===== src/rtl/ahb_spi_slave_pkg.sv =====
// Shared definitions for the AHB SPI target: register offsets, STATUS bit positions, FSM states.
package ahb_spi_slave_pkg;

    localparam logic [1:0] REG_DATA     = 2'd0;
    localparam logic [1:0] REG_STATUS   = 2'd1;
    localparam logic [1:0] REG_IRQ_MASK = 2'd2;

    localparam int BIT_RXNE    = 0;
    localparam int BIT_RXFULL  = 1;
    localparam int BIT_TXEMPTY = 2;
    localparam int BIT_TXFULL  = 3;
    localparam int BIT_BUSY    = 4;
    localparam int BIT_RXOVF   = 5;
    localparam int BIT_TXUDF   = 6;
    localparam int BIT_TXOVF   = 7;

    typedef enum logic [1:0] {
        S_IDLE  = 2'd0,
        S_LOAD  = 2'd1,
        S_SHIFT = 2'd2
    } spi_state_t;

endpackage


===== src/rtl/spi_slv_fifo.sv =====
// Synchronous 8-bit FIFO, depth 2**AW, head visible combinationally on rdata.
// A push into a full FIFO is accepted when a pop happens in the same cycle.
module spi_slv_fifo #(
    parameter int AW = 2
) (
    input  logic       clk,
    input  logic       rst_n,
    input  logic       push,
    input  logic       pop,
    input  logic [7:0] wdata,
    output logic [7:0] rdata,
    output logic       full,
    output logic       empty
);
    localparam int          DEPTH   = 1 << AW;
    localparam logic [AW:0] DEPTH_C = (AW + 1)'(DEPTH);

    logic [7:0]    mem [DEPTH];
    logic [AW-1:0] wr_ptr;
    logic [AW-1:0] rd_ptr;
    logic [AW:0]   count;
    logic          do_push;
    logic          do_pop;

    assign empty   = (count == '0);
    assign full    = (count == DEPTH_C);
    assign do_pop  = pop & ~empty;
    assign do_push = push & (~full | do_pop);
    assign rdata   = mem[rd_ptr];

    always_ff @(posedge clk or negedge rst_n) begin
        if (!rst_n) begin
            wr_ptr <= '0;
            rd_ptr <= '0;
            count  <= '0;
        end else begin
            if (do_push) wr_ptr <= wr_ptr + 1'b1;
            if (do_pop)  rd_ptr <= rd_ptr + 1'b1;
            count <= count + (AW + 1)'(do_push) - (AW + 1)'(do_pop);
        end
    end

    always_ff @(posedge clk) begin
        if (do_push) mem[wr_ptr] <= wdata;
    end

endmodule


===== src/rtl/ahb_spi_slave.sv =====
// AHB-Lite SPI target (mode 0, MSB first): TX FIFO feeds MISO, received bytes queue in RX FIFO.
// SPI_SLV_IRQ_EN adds the IRQ output and the IRQ_MASK register at offset 0x8.
module ahb_spi_slave
    import ahb_spi_slave_pkg::*;
#(
    parameter int FIFO_AW = 2
) (
    input  logic        HCLK,
    input  logic        HRESETn,
    input  logic        HSEL,
    input  logic        HREADY,
    input  logic [31:0] HADDR,
    input  logic [1:0]  HTRANS,
    input  logic        HWRITE,
    input  logic [31:0] HWDATA,
    output logic [31:0] HRDATA,
    output logic        HREADYOUT,
    input  logic        DCLK,
    input  logic        CS,
    input  logic        MOSI,
    output logic        MISO
`ifdef SPI_SLV_IRQ_EN
    ,
    output logic        IRQ
`endif
);
    logic [2:0] dclk_s;
    logic [2:0] cs_s;
    logic [1:0] mosi_s;
    logic       dclk_rise, dclk_fall, cs_sync, cs_fall, mosi_sync;

    logic [1:0] r_addr;
    logic       r_write, r_read;
    logic       wr_data, wr_status, rd_data;

    spi_state_t state;
    logic [7:0] tx_sh, rx_sh;
    logic [2:0] bitcnt;
    logic       active, load_evt, rx_done;

    logic       tx_push, tx_pop, tx_full, tx_empty;
    logic       rx_push, rx_pop, rx_full, rx_empty;
    logic [7:0] tx_head, rx_head, rx_byte, tx_load_val;

    logic       rxovf, txudf, txovf;
    logic [2:0] w1c;
    logic [7:0] status;
    logic       unused_bits;

    assign HREADYOUT   = 1'b1;
    assign unused_bits = ^{HADDR[31:4], HADDR[1:0], HTRANS[0], HWDATA};

    // Two flops resynchronise; the third holds the previous value for edge detection.
    always_ff @(posedge HCLK or negedge HRESETn) begin
        if (!HRESETn) begin
            dclk_s <= '0;
            cs_s   <= '1;
            mosi_s <= '0;
        end else begin
            dclk_s <= {dclk_s[1:0], DCLK};
            cs_s   <= {cs_s[1:0], CS};
            mosi_s <= {mosi_s[0], MOSI};
        end
    end

    assign dclk_rise = dclk_s[1] & ~dclk_s[2];
    assign dclk_fall = ~dclk_s[1] & dclk_s[2];
    assign cs_sync   = cs_s[1];
    assign cs_fall   = ~cs_s[1] & cs_s[2];
    assign mosi_sync = mosi_s[1];

    always_ff @(posedge HCLK or negedge HRESETn) begin
        if (!HRESETn) begin
            r_addr  <= '0;
            r_write <= 1'b0;
            r_read  <= 1'b0;
        end else begin
            if (HREADY) r_addr <= HADDR[3:2];
            r_write <= HREADY & HSEL & HWRITE & HTRANS[1];
            r_read  <= HREADY & HSEL & ~HWRITE & HTRANS[1];
        end
    end

    assign wr_data   = r_write & (r_addr == REG_DATA);
    assign wr_status = r_write & (r_addr == REG_STATUS);
    assign rd_data   = r_read & (r_addr == REG_DATA);

    assign active      = (state == S_SHIFT) & ~cs_sync;
    assign load_evt    = (state == S_LOAD) | (active & dclk_fall & (bitcnt == 3'd0));
    assign rx_done     = active & dclk_rise & (bitcnt == 3'd7);
    assign rx_byte     = {rx_sh[6:0], mosi_sync};
    assign tx_load_val = tx_empty ? 8'h00 : tx_head;

    assign tx_push = wr_data;
    assign tx_pop  = load_evt & ~tx_empty;
    assign rx_push = rx_done;
    assign rx_pop  = rd_data & ~rx_empty;

    always_ff @(posedge HCLK or negedge HRESETn) begin
        if (!HRESETn) begin
            state  <= S_IDLE;
            tx_sh  <= '0;
            rx_sh  <= '0;
            bitcnt <= '0;
        end else begin
            case (state)
                S_IDLE: begin
                    if (cs_fall) state <= S_LOAD;
                end
                S_LOAD: begin
                    state  <= S_SHIFT;
                    tx_sh  <= tx_load_val;
                    rx_sh  <= '0;
                    bitcnt <= '0;
                end
                S_SHIFT: begin
                    if (cs_sync) begin
                        // Frame aborted or finished: partial bytes are dropped.
                        state  <= S_IDLE;
                        tx_sh  <= '0;
                        rx_sh  <= '0;
                        bitcnt <= '0;
                    end else begin
                        if (dclk_rise) begin
                            rx_sh  <= rx_byte;
                            bitcnt <= bitcnt + 3'd1;
                        end
                        if (dclk_fall) begin
                            tx_sh <= (bitcnt != 3'd0) ? {tx_sh[6:0], 1'b0} : tx_load_val;
                        end
                    end
                end
                default: state <= S_IDLE;
            endcase
        end
    end

    assign MISO = ~cs_sync & tx_sh[7];

    spi_slv_fifo #(.AW(FIFO_AW)) u_tx_fifo (
        .clk   (HCLK),
        .rst_n (HRESETn),
        .push  (tx_push),
        .pop   (tx_pop),
        .wdata (HWDATA[7:0]),
        .rdata (tx_head),
        .full  (tx_full),
        .empty (tx_empty)
    );

    spi_slv_fifo #(.AW(FIFO_AW)) u_rx_fifo (
        .clk   (HCLK),
        .rst_n (HRESETn),
        .push  (rx_push),
        .pop   (rx_pop),
        .wdata (rx_byte),
        .rdata (rx_head),
        .full  (rx_full),
        .empty (rx_empty)
    );

    // Sticky flags: a set in the same cycle as a write-one-to-clear wins.
    assign w1c = wr_status ? HWDATA[7:5] : 3'b000;

    always_ff @(posedge HCLK or negedge HRESETn) begin
        if (!HRESETn) begin
            rxovf <= 1'b0;
            txudf <= 1'b0;
            txovf <= 1'b0;
        end else begin
            rxovf <= (rx_push & rx_full & ~rx_pop) | (rxovf & ~w1c[0]);
            txudf <= (load_evt & tx_empty)         | (txudf & ~w1c[1]);
            txovf <= (tx_push & tx_full & ~tx_pop) | (txovf & ~w1c[2]);
        end
    end

    always_comb begin
        status              = '0;
        status[BIT_RXNE]    = ~rx_empty;
        status[BIT_RXFULL]  = rx_full;
        status[BIT_TXEMPTY] = tx_empty;
        status[BIT_TXFULL]  = tx_full;
        status[BIT_BUSY]    = ~cs_sync;
        status[BIT_RXOVF]   = rxovf;
        status[BIT_TXUDF]   = txudf;
        status[BIT_TXOVF]   = txovf;
    end

`ifdef SPI_SLV_IRQ_EN
    logic [3:0] irq_mask;

    always_ff @(posedge HCLK or negedge HRESETn) begin
        if (!HRESETn) begin
            irq_mask <= '0;
            IRQ      <= 1'b0;
        end else begin
            if (r_write & (r_addr == REG_IRQ_MASK)) irq_mask <= HWDATA[3:0];
            IRQ <= |(irq_mask & {tx_empty, txudf, rxovf, ~rx_empty});
        end
    end
`endif

    always_comb begin
        HRDATA = '0;
        if (r_read) begin
            case (r_addr)
                REG_DATA:     HRDATA = rx_empty ? 32'h0 : {24'h0, rx_head};
                REG_STATUS:   HRDATA = {24'h0, status};
`ifdef SPI_SLV_IRQ_EN
                REG_IRQ_MASK: HRDATA = {28'h0, irq_mask};
`endif
                default:      HRDATA = '0;
            endcase
        end
    end

endmodule


===== config.mk =====
export PLATFORM = sky130hd
export DESIGN_NAME = ahb_spi_slave
export DESIGN_NICKNAME = d
export VERILOG_FILES = /design/src/rtl/ahb_spi_slave_pkg.sv /design/src/rtl/spi_slv_fifo.sv /design/src/rtl/ahb_spi_slave.sv
export SDC_FILE = /design/constraint.sdc
export NUM_CORES = 1
export LEC_CHECK = 0
export BUFFER_PORTS_ARGS = -buffer_cell sky130_fd_sc_hd__buf_2
export CAP_MARGIN = 20
export CORE_MARGIN = 2
export CORE_UTILIZATION = 30
export DETAILED_ROUTE_END_ITERATION = 8
export HOLD_SLACK_MARGIN = 0.02
export MAX_ROUTING_LAYER = met4
export REMOVE_ABC_BUFFERS = 1
export SLEW_MARGIN = 20
export SYNTH_ARGS = -nofsm -noshare
export SYNTH_HDL_FRONTEND = slang
export SYNTH_SLANG_ARGS = --single-unit
export TNS_END_PERCENT = 10

===== constraint.sdc =====
create_clock -name HCLK -period 2.3 [get_ports HCLK]
set_input_delay 0.23 -clock HCLK [delete_from_list [all_inputs] [get_ports HCLK]]
set_output_delay 0.23 -clock HCLK [all_outputs]
set_load 0.005 [all_outputs]

==> results of run 1 <==
## stage by stage
step                cells  instance area [µm²]  util [%]  setup slack [ps]  power (mW)
floorplan             301                 4761         -            -99.87       3.044
global placement      569                 5404     33.90             22.92       3.287
detailed placement    569                 5404     33.90             17.52       3.316
CTS                   606                 6051     37.95             14.73       5.950
global route          609                 6088     38.19             14.52       6.158
finish                609                 6088     38.19             99.75       5.890
## registers in the layout, indices dropped and copies added, names as in the netlist, 3 cells and up
name             count
u_rx_fifo.mem       32
rx_sh                7
u_tx_fifo.count      3
bitcnt               3
u_rx_fifo.count      3
dclk_s               3
cs_s                 3
tx_sh                8
u_tx_fifo.mem       32
## worst register-to-register path: stages (launching register included)
cell     delay, ps
dfrtp_1        340
inv_1           50
ha_2           180
nor3b_4        150
a31oi_4        220
nor2_4          50
ha_1           280
inv_1           40
ha_2           160
fa_2           330
xor2_1         160
xnor2_1        120
## cell usage in the layout, fill, tap and decap left out, types with 9 or more instances in the layout
master / instances
edfxtp_1: 64
dfrtp_1: 46
buf_2: 27
conb_1: 25
buf_4: 24
inv_1: 17
clkbuf_16: 17
mux4_2: 16
a22o_1: 13
ha_1: 13
nand2_1: 12
and2_1: 9
## metal layers
metal | global-route usage (%) | part of all wire (%) | up-vias | wire length (µm)
li1 | - | - | 1252 | -
met1 | 12.51 | 41 | 1340 | 3707
met2 | 18.58 | 52 | 63 | 4649
met3 | 3.960 | 4.9 | 16 | 439
met4 | 4.348 | 1.7 | 0 | 148
met5 | - | 0 | - | 0
## where the power goes
| part | total, mW | switching [mW] | internal [mW] |
|---|---|---|---|
| clock | 2.61 | 0.985 | 1.62 |
| sequential | 2.51 | 0.187 | 2.32 |
| combinational | 0.776 | 0.353 | 0.423 |
## final cells by class
type                            instances  area (µm²)  area share (%)
Multi-Input combinational cell        171        1560           25.63
Clock buffer                           17       425.4           6.987
Clock inverter                         15       171.4           2.815
Tap cell                              216       270.3           4.439
Inverter                               17       63.81           1.048
Sequential cell                       113        3152           51.77
Timing Repair Buffer                   60       445.4           7.316
## how the worst max path moves through the flow
stage,endpoint,cells past startpoint,from,slack [ps]
2_1_floorplan,u_tx_fifo.count[2]$_DFF_PN0_,11,bitcnt[0]$_DFFE_PN0P_,-100
3_3_place_gp,u_tx_fifo.count[2]$_DFF_PN0_,11,bitcnt[0]$_DFFE_PN0P_,20
3_5_place_dp,u_tx_fifo.count[2]$_DFF_PN0_,11,bitcnt[0]$_DFFE_PN0P_,20
4_1_cts,u_tx_fifo.count[2]$_DFF_PN0_,11,bitcnt[0]$_DFFE_PN0P_,10
5_1_grt,u_tx_fifo.count[2]$_DFF_PN0_,11,bitcnt[1]$_DFFE_PN0P_,10
6_report,u_tx_fifo.count[2]$_DFF_PN0_,11,bitcnt[0]$_DFFE_PN0P_,100
## timing repair
| item | CTS | global route |
|---|---|---|
| endpoints found under the setup margin | 1 | 1 |
| hold endpoints to repair | 25 | 0 |
| gates resized for setup | 0 | 5 |
| hold buffers | 5 | 0 |
| gates cloned | 0 | 0 |
| pin swaps | 1 | 2 |
| setup buffers | 0 | 3 |
## kinds of logic after synthesis
family / synth area share (%)
fa+ha+maj: 4.630
mux: 8.751
simple gates: 6.080
other cells: 0.1527
buf+inv: 6.258
xor+xnor: 1.781
flops: 64.08
compound gates: 8.268
==> key figures, run 1 <==
GRT
  • Overall Global Routing Usage: between 10 and 15%
  • Pin count of the biggest net entering global routing: 24
  • Grt total ovfl: 0
  • Vias in the first global route: 2,816
  • First-pass GRT wire length: 14.30 mm
  • Initial antenna violation count: 0

Place
  • Detailed Place HPWL: 6.250 mm
  • Port-buffer cells: 27
  • RD Place Congestion: ~0.77

Synthesis
  • EDFF count, synth: 64
  • Top cell type's share of synthesized area: 39.07%
  • Synth top area cells: edfxtp_1 39%, dfrtp_1 23%, mux4_2 7.3%
  • Yosys top cell by area: edfxtp_1
  • Post-synth cell types: 44
  • Post-synth ARST share: 43.36%
  • Syn Inst Count: 314
  • Seq/Total Area, Yosys: approximately 64%
  • Post-Synthesis Mean Instance Area: 15.66 µm²
  • Synth cell count leaders: 64 x edfxtp_1, 46 x dfrtp_1, 26 x buf_4, 17 x inv_1, 16 x mux4_2
  • Leading cell type by number of instances after synthesis: edfxtp_1
  • Netlist Area Pre-Place: 0.004918 mm²
  • YS warnings: 0
  • Ys flop type: edfxtp_1
  • Seq cells post-synth: 113

Critical path
  • Worst Path Required: 2600 ps
  • Crit-path max cell delay: 340 ps
  • CP Buf/Inv Count: 2
  • Cell family with most CP delay: adder cells
  • Setup crit end kind: flip-flop
  • Reg2Reg Setup Slack: about 100 ps
  • Worst R2R Start: bitcnt[0]$_DFFE_PN0P_
  • Crit-path slowest cell: dfrtp_1
  • CP cell instances: inv_1 > ha_2 > nor3b_4 > a31oi_4 > nor2_4 > ha_1 > inv_1 > ha_2 > fa_2 > xor2_1 > xnor2_1
  • Reg2Reg Capture Point: u_tx_fifo.count[2]$_DFF_PN0_
  • Crit path launch type: flip-flop
  • Worst Path Max Fanout: 2
  • Crit Path Class: reg2reg
  • R2R depth: 11
  • WP data arrival: between 2000 and 3000 ps

STA
  • Period utilization: around 96%
  • Setup violators final: 0
  • Worst Tran Pin Value: about 590 ps
  • Max frequency: 454.5 MHz
  • Slew HR: 60.48%
  • Setup clock skew after layout: between 4 and 5 ps
  • Fin Setup TNS: 0 ps
  • Unrepaired setup endpoints after global routing: no
  • Final Hold Fails: 0
  • Crit path time final: about 2200 ps
  • Min Hold Slack: 34.23 ps
  • Slew Limit Fails: 0

Power and ir drop
  • PD cells: 967.4 mW/mm²
  • Maximum VDD drop: ~480 µV
  • Leak: about 2.5 nW

Cells and area
  • Number of diodes: 0
  • Filler cell count in the final layout: 1,479
  • Nets@finish: around 470
  • Syn-to-layout area delta: 23.79%
  • Share of cells above drive strength 1: 30.79%

Detailed routing
  • DRC: 0
  • Wire per inst: approximately 15 µm
  • Post-route ant nets: 0
  • Drt total wl: around 8.9 mm
  • DRT iter0 DRCs: 176
  • DRT Pass-1 Iters: 4
  • Number of vias per cell: 4.386
  • Vias: 2,671

Floorplan
  • Starting Density: a little under a third
  • Die W: approximately 130 µm
  • Site Rows: 46
  • Number of placed I/O pins: around 110
  • Die Ht: about 130 µm
  • Core outline area: approximately 0.016 mm²
  • Die area: 0.01743 mm²

CTS
  • TritonCTS clock tree: built
  • TritonCTS buffer count: 17
  • # clock sinks: approximately 110
  • H-tree levels: 4
  • CTS root buf: clkbuf_16
  • Clk slew on worst S/H paths: about 60 ps
  • Bufs on Longest Clock Path: 2
  • Clk_lat worst skew: 410 ps

Worst hold path
  • Hold Path Depth: 1
  • Tightest Hold Check Type: in2reg
  • Hold path endpoint: u_tx_fifo.mem[3][2]$_DFFE_PP_
  • HP Start: HWDATA[2]

Outcome
  • Outcome: completed

Run
  • Max-Cap Viols: 0
Power figures use the tool's default switching activity.
==> inputs of run 2 (changes only) <==
==> constraint.sdc (replaced) <==
create_clock -name HCLK -period 2.3 [get_ports HCLK]
set_input_delay 0.23 -clock HCLK [delete_from_list [all_inputs] [get_ports HCLK]]
set_output_delay 0.23 -clock HCLK [all_outputs]
set_load 0.05 [all_outputs]
==> run 2 against run 1 <==
Effect of this change:
- register-to-register slack barely moved
- sequential power barely moved
- total power rose by 1.7%
- sequential cell count did not move
- maximum frequency fell by 0.60%
- die area did not move
- critical path depth did not move
- routed wire length barely moved
- via count fell by 0.56%
- cell area barely moved
- clock skew rose by 2.6 ps
- sequential share of layout area barely moved
==> key figures, run 2 (same netlist as run 1, synthesis figures left out) <==
GRT
  • Met1 Usage GRT: 12.51%
  • Global-route met2 utilization: between 10% and 20%
  • First-pass GRT wire length: ~14 mm
  • Met3 Resource Use GR: about 4.0%
  • Pin count of the biggest net entering global routing: 24
  • Vias in the first global route: approximately 2.8k
  • Grt total ovfl: 0
  • Overall Global Routing Usage: 11.25%
  • Initial antenna violation count: 0
  • Busiest grt layer: met2

CTS
  • TritonCTS buffer count: 17
  • H-tree levels: 4
  • # clock sinks: 113
  • Clk slew on worst S/H paths: about 60 ps
  • TritonCTS clock tree: built
  • Clk_lat worst skew: slightly above 400 ps
  • CTS root buf: clkbuf_16
  • Bufs on Longest Clock Path: 2

Cells and area
  • Most frequent cells in the layout: 64 x edfxtp_1, 46 x dfrtp_1, 25 x conb_1, 25 x buf_2, 23 x buf_4
  • Syn-to-layout area delta: 23.71%
  • Number of diodes: 0
  • Most common cell after layout, fill and taps aside: edfxtp_1
  • Util after Layout: 38.17%
  • Largest regs: u_rx_fifo.mem: 32 flops, u_tx_fifo.mem: 32 flops, tx_sh: 8 flops
  • Fin area: 0.006085 mm²
  • Nets@finish: 469
  • Share of cells above drive strength 1: between 30% and 40%
  • Post-Layout Cell Count: 607

Detailed routing
  • Wire per inst: 14.72 µm
  • Post-route ant nets: 0
  • Vias: 2,656
  • DRT iter0 DRCs: ~170
  • DRC: 0
  • DRT Pass-1 Iters: 4
  • Drt total wl: 8.936 mm
  • Number of vias per cell: 4.376

Place
  • Inst Count DP: 569
  • Placement-stage cell area: between 0.005 and 0.006 mm²
  • Port-buffer cells: 27
  • Detailed Place HPWL: 6.250 mm
  • RD Place Congestion: 0.7656

Power and ir drop
  • Post-layout power: 5.988 mW
  • Leak: 2.467 nW
  • PD cells: between 900 and 1000 mW/mm²
  • Maximum VDD drop: 475.8 µV

Critical path
  • Crit Path Class: reg2reg
  • Worst Path Max Fanout: 2
  • WP data arrival: 2510 ps
  • Crit path launch type: flip-flop
  • Setup crit end kind: flip-flop
  • CP cell instances: inv_1 > ha_1 > nor3b_4 > a31oi_4 > nor2_4 > ha_1 > inv_1 > ha_2 > fa_2 > xor2_1 > xnor2_1
  • Crit-path slowest cell: dfrtp_1
  • Crit-path max cell delay: about 340 ps
  • Worst Path Required: 2600 ps

STA
  • Crit path time final: 2214 ps
  • Slew Limit Fails: 0
  • Slew HR: between 60% and 70%
  • Final Hold Fails: 0
  • Fin Setup TNS: 0 ps
  • Period utilization: between 90 and 100%
  • Worst Tran Pin Value: 585.5 ps
  • Setup clock skew after layout: 7.430 ps
  • Max frequency: 451.8 MHz
  • Setup violators final: 0
  • Unrepaired setup endpoints after global routing: yes

Floorplan
  • Starting Density: 30.85%
  • Site Rows: 46
  • Die area: 0.01743 mm²
  • Core outline area: 0.01594 mm²
  • Die W: 132.0 µm
  • Die Ht: approximately 130 µm
  • Number of placed I/O pins: around 110

Worst hold path
  • Tightest Hold Check Type: in2reg

Outcome
  • Outcome: completed

Run
  • Max-Cap Viols: 0
==> run 2: cell types whose count changed in the layout (fill, tap and decap cells not counted), sizes merged <==
cell	delta
buf	-2
==> run 2: worst max-delay path: cells and delay by family (launching register included) <==
kind / cells / cell delay, ps
flip-flops: 1 / 340
AND/OR/NAND/NOR: 2 / 210
XOR/XNOR: 2 / 280
buffers and inverters: 2 / 90
adder cells (fa/ha/maj): 4 / 960
AO/OA/AOI/OAI: 1 / 220
==> run 2: final timing paths <==
path / startpoint / to / slack, ps / depth (start not counted)
setup / recovery: bitcnt[0]$_DFFE_PN0P_ / u_tx_fifo.count[2]$_DFF_PN0_ / 90 / 11
hold / removal: HWDATA[2] / u_tx_fifo.mem[3][2]$_DFFE_PP_ / 30 / 1
setup reg to reg: bitcnt[0]$_DFFE_PN0P_ / u_tx_fifo.count[2]$_DFF_PN0_ / 90 / 11
hold reg to reg: mosi_s[0]$_DFF_PN0_ / mosi_s[1]$_DFF_PN0_ / 350 / 0
max in group asynchronous: HRESETn / cs_s[1]$_DFF_PN1_ / 1310 / 3
min in group asynchronous: HRESETn / mosi_s[1]$_DFF_PN0_ / 320 / 2
==> run 2: power by group <==
group | internal (mW) | switching, mW | total (mW)
Clock | 1.62 | 0.984 | 2.61
Sequential | 2.32 | 0.185 | 2.50
Combinational | 0.422 | 0.454 | 0.876
==> run 2: final cells by class <==
cell class,instances,area (µm²)
clock buffers,17,425.4
clock inverters,15,171.4
fillers,1472,9858
inverters,17,63.81
multi-input cells,171,1563
flip-flops and latches,113,3152
well taps,216,270.3
repair buffers,58,439.2
==> run 2: routing by layer <==
layer	vias to the layer above	share of wire (%)
li1	1247	-
met1	1337	42
met2	61	52
met3	11	4.6
met4	0	1.2
met5	-	0
==> run 2: repair_timing <==
action / 4_1_cts / 5_1_grt
hold buffers: 5 / 0
setup buffers: 0 / 1
pin swaps: 1 / 1
gates resized for setup: 1 / 9
endpoints found under the hold margin: 25 / 0
setup endpoints to repair: 2 / 5
==> run 2: metrics by stage <==
step	hold slack [ps]	setup WS (ps)
2_1_floorplan	-65.59	-99.87
3_3_place_gp	245.8	22.92
3_5_place_dp	244.0	17.52
4_1_cts	21.43	7.005
5_1_grt	24.69	-39.01
6_report	34.66	86.49
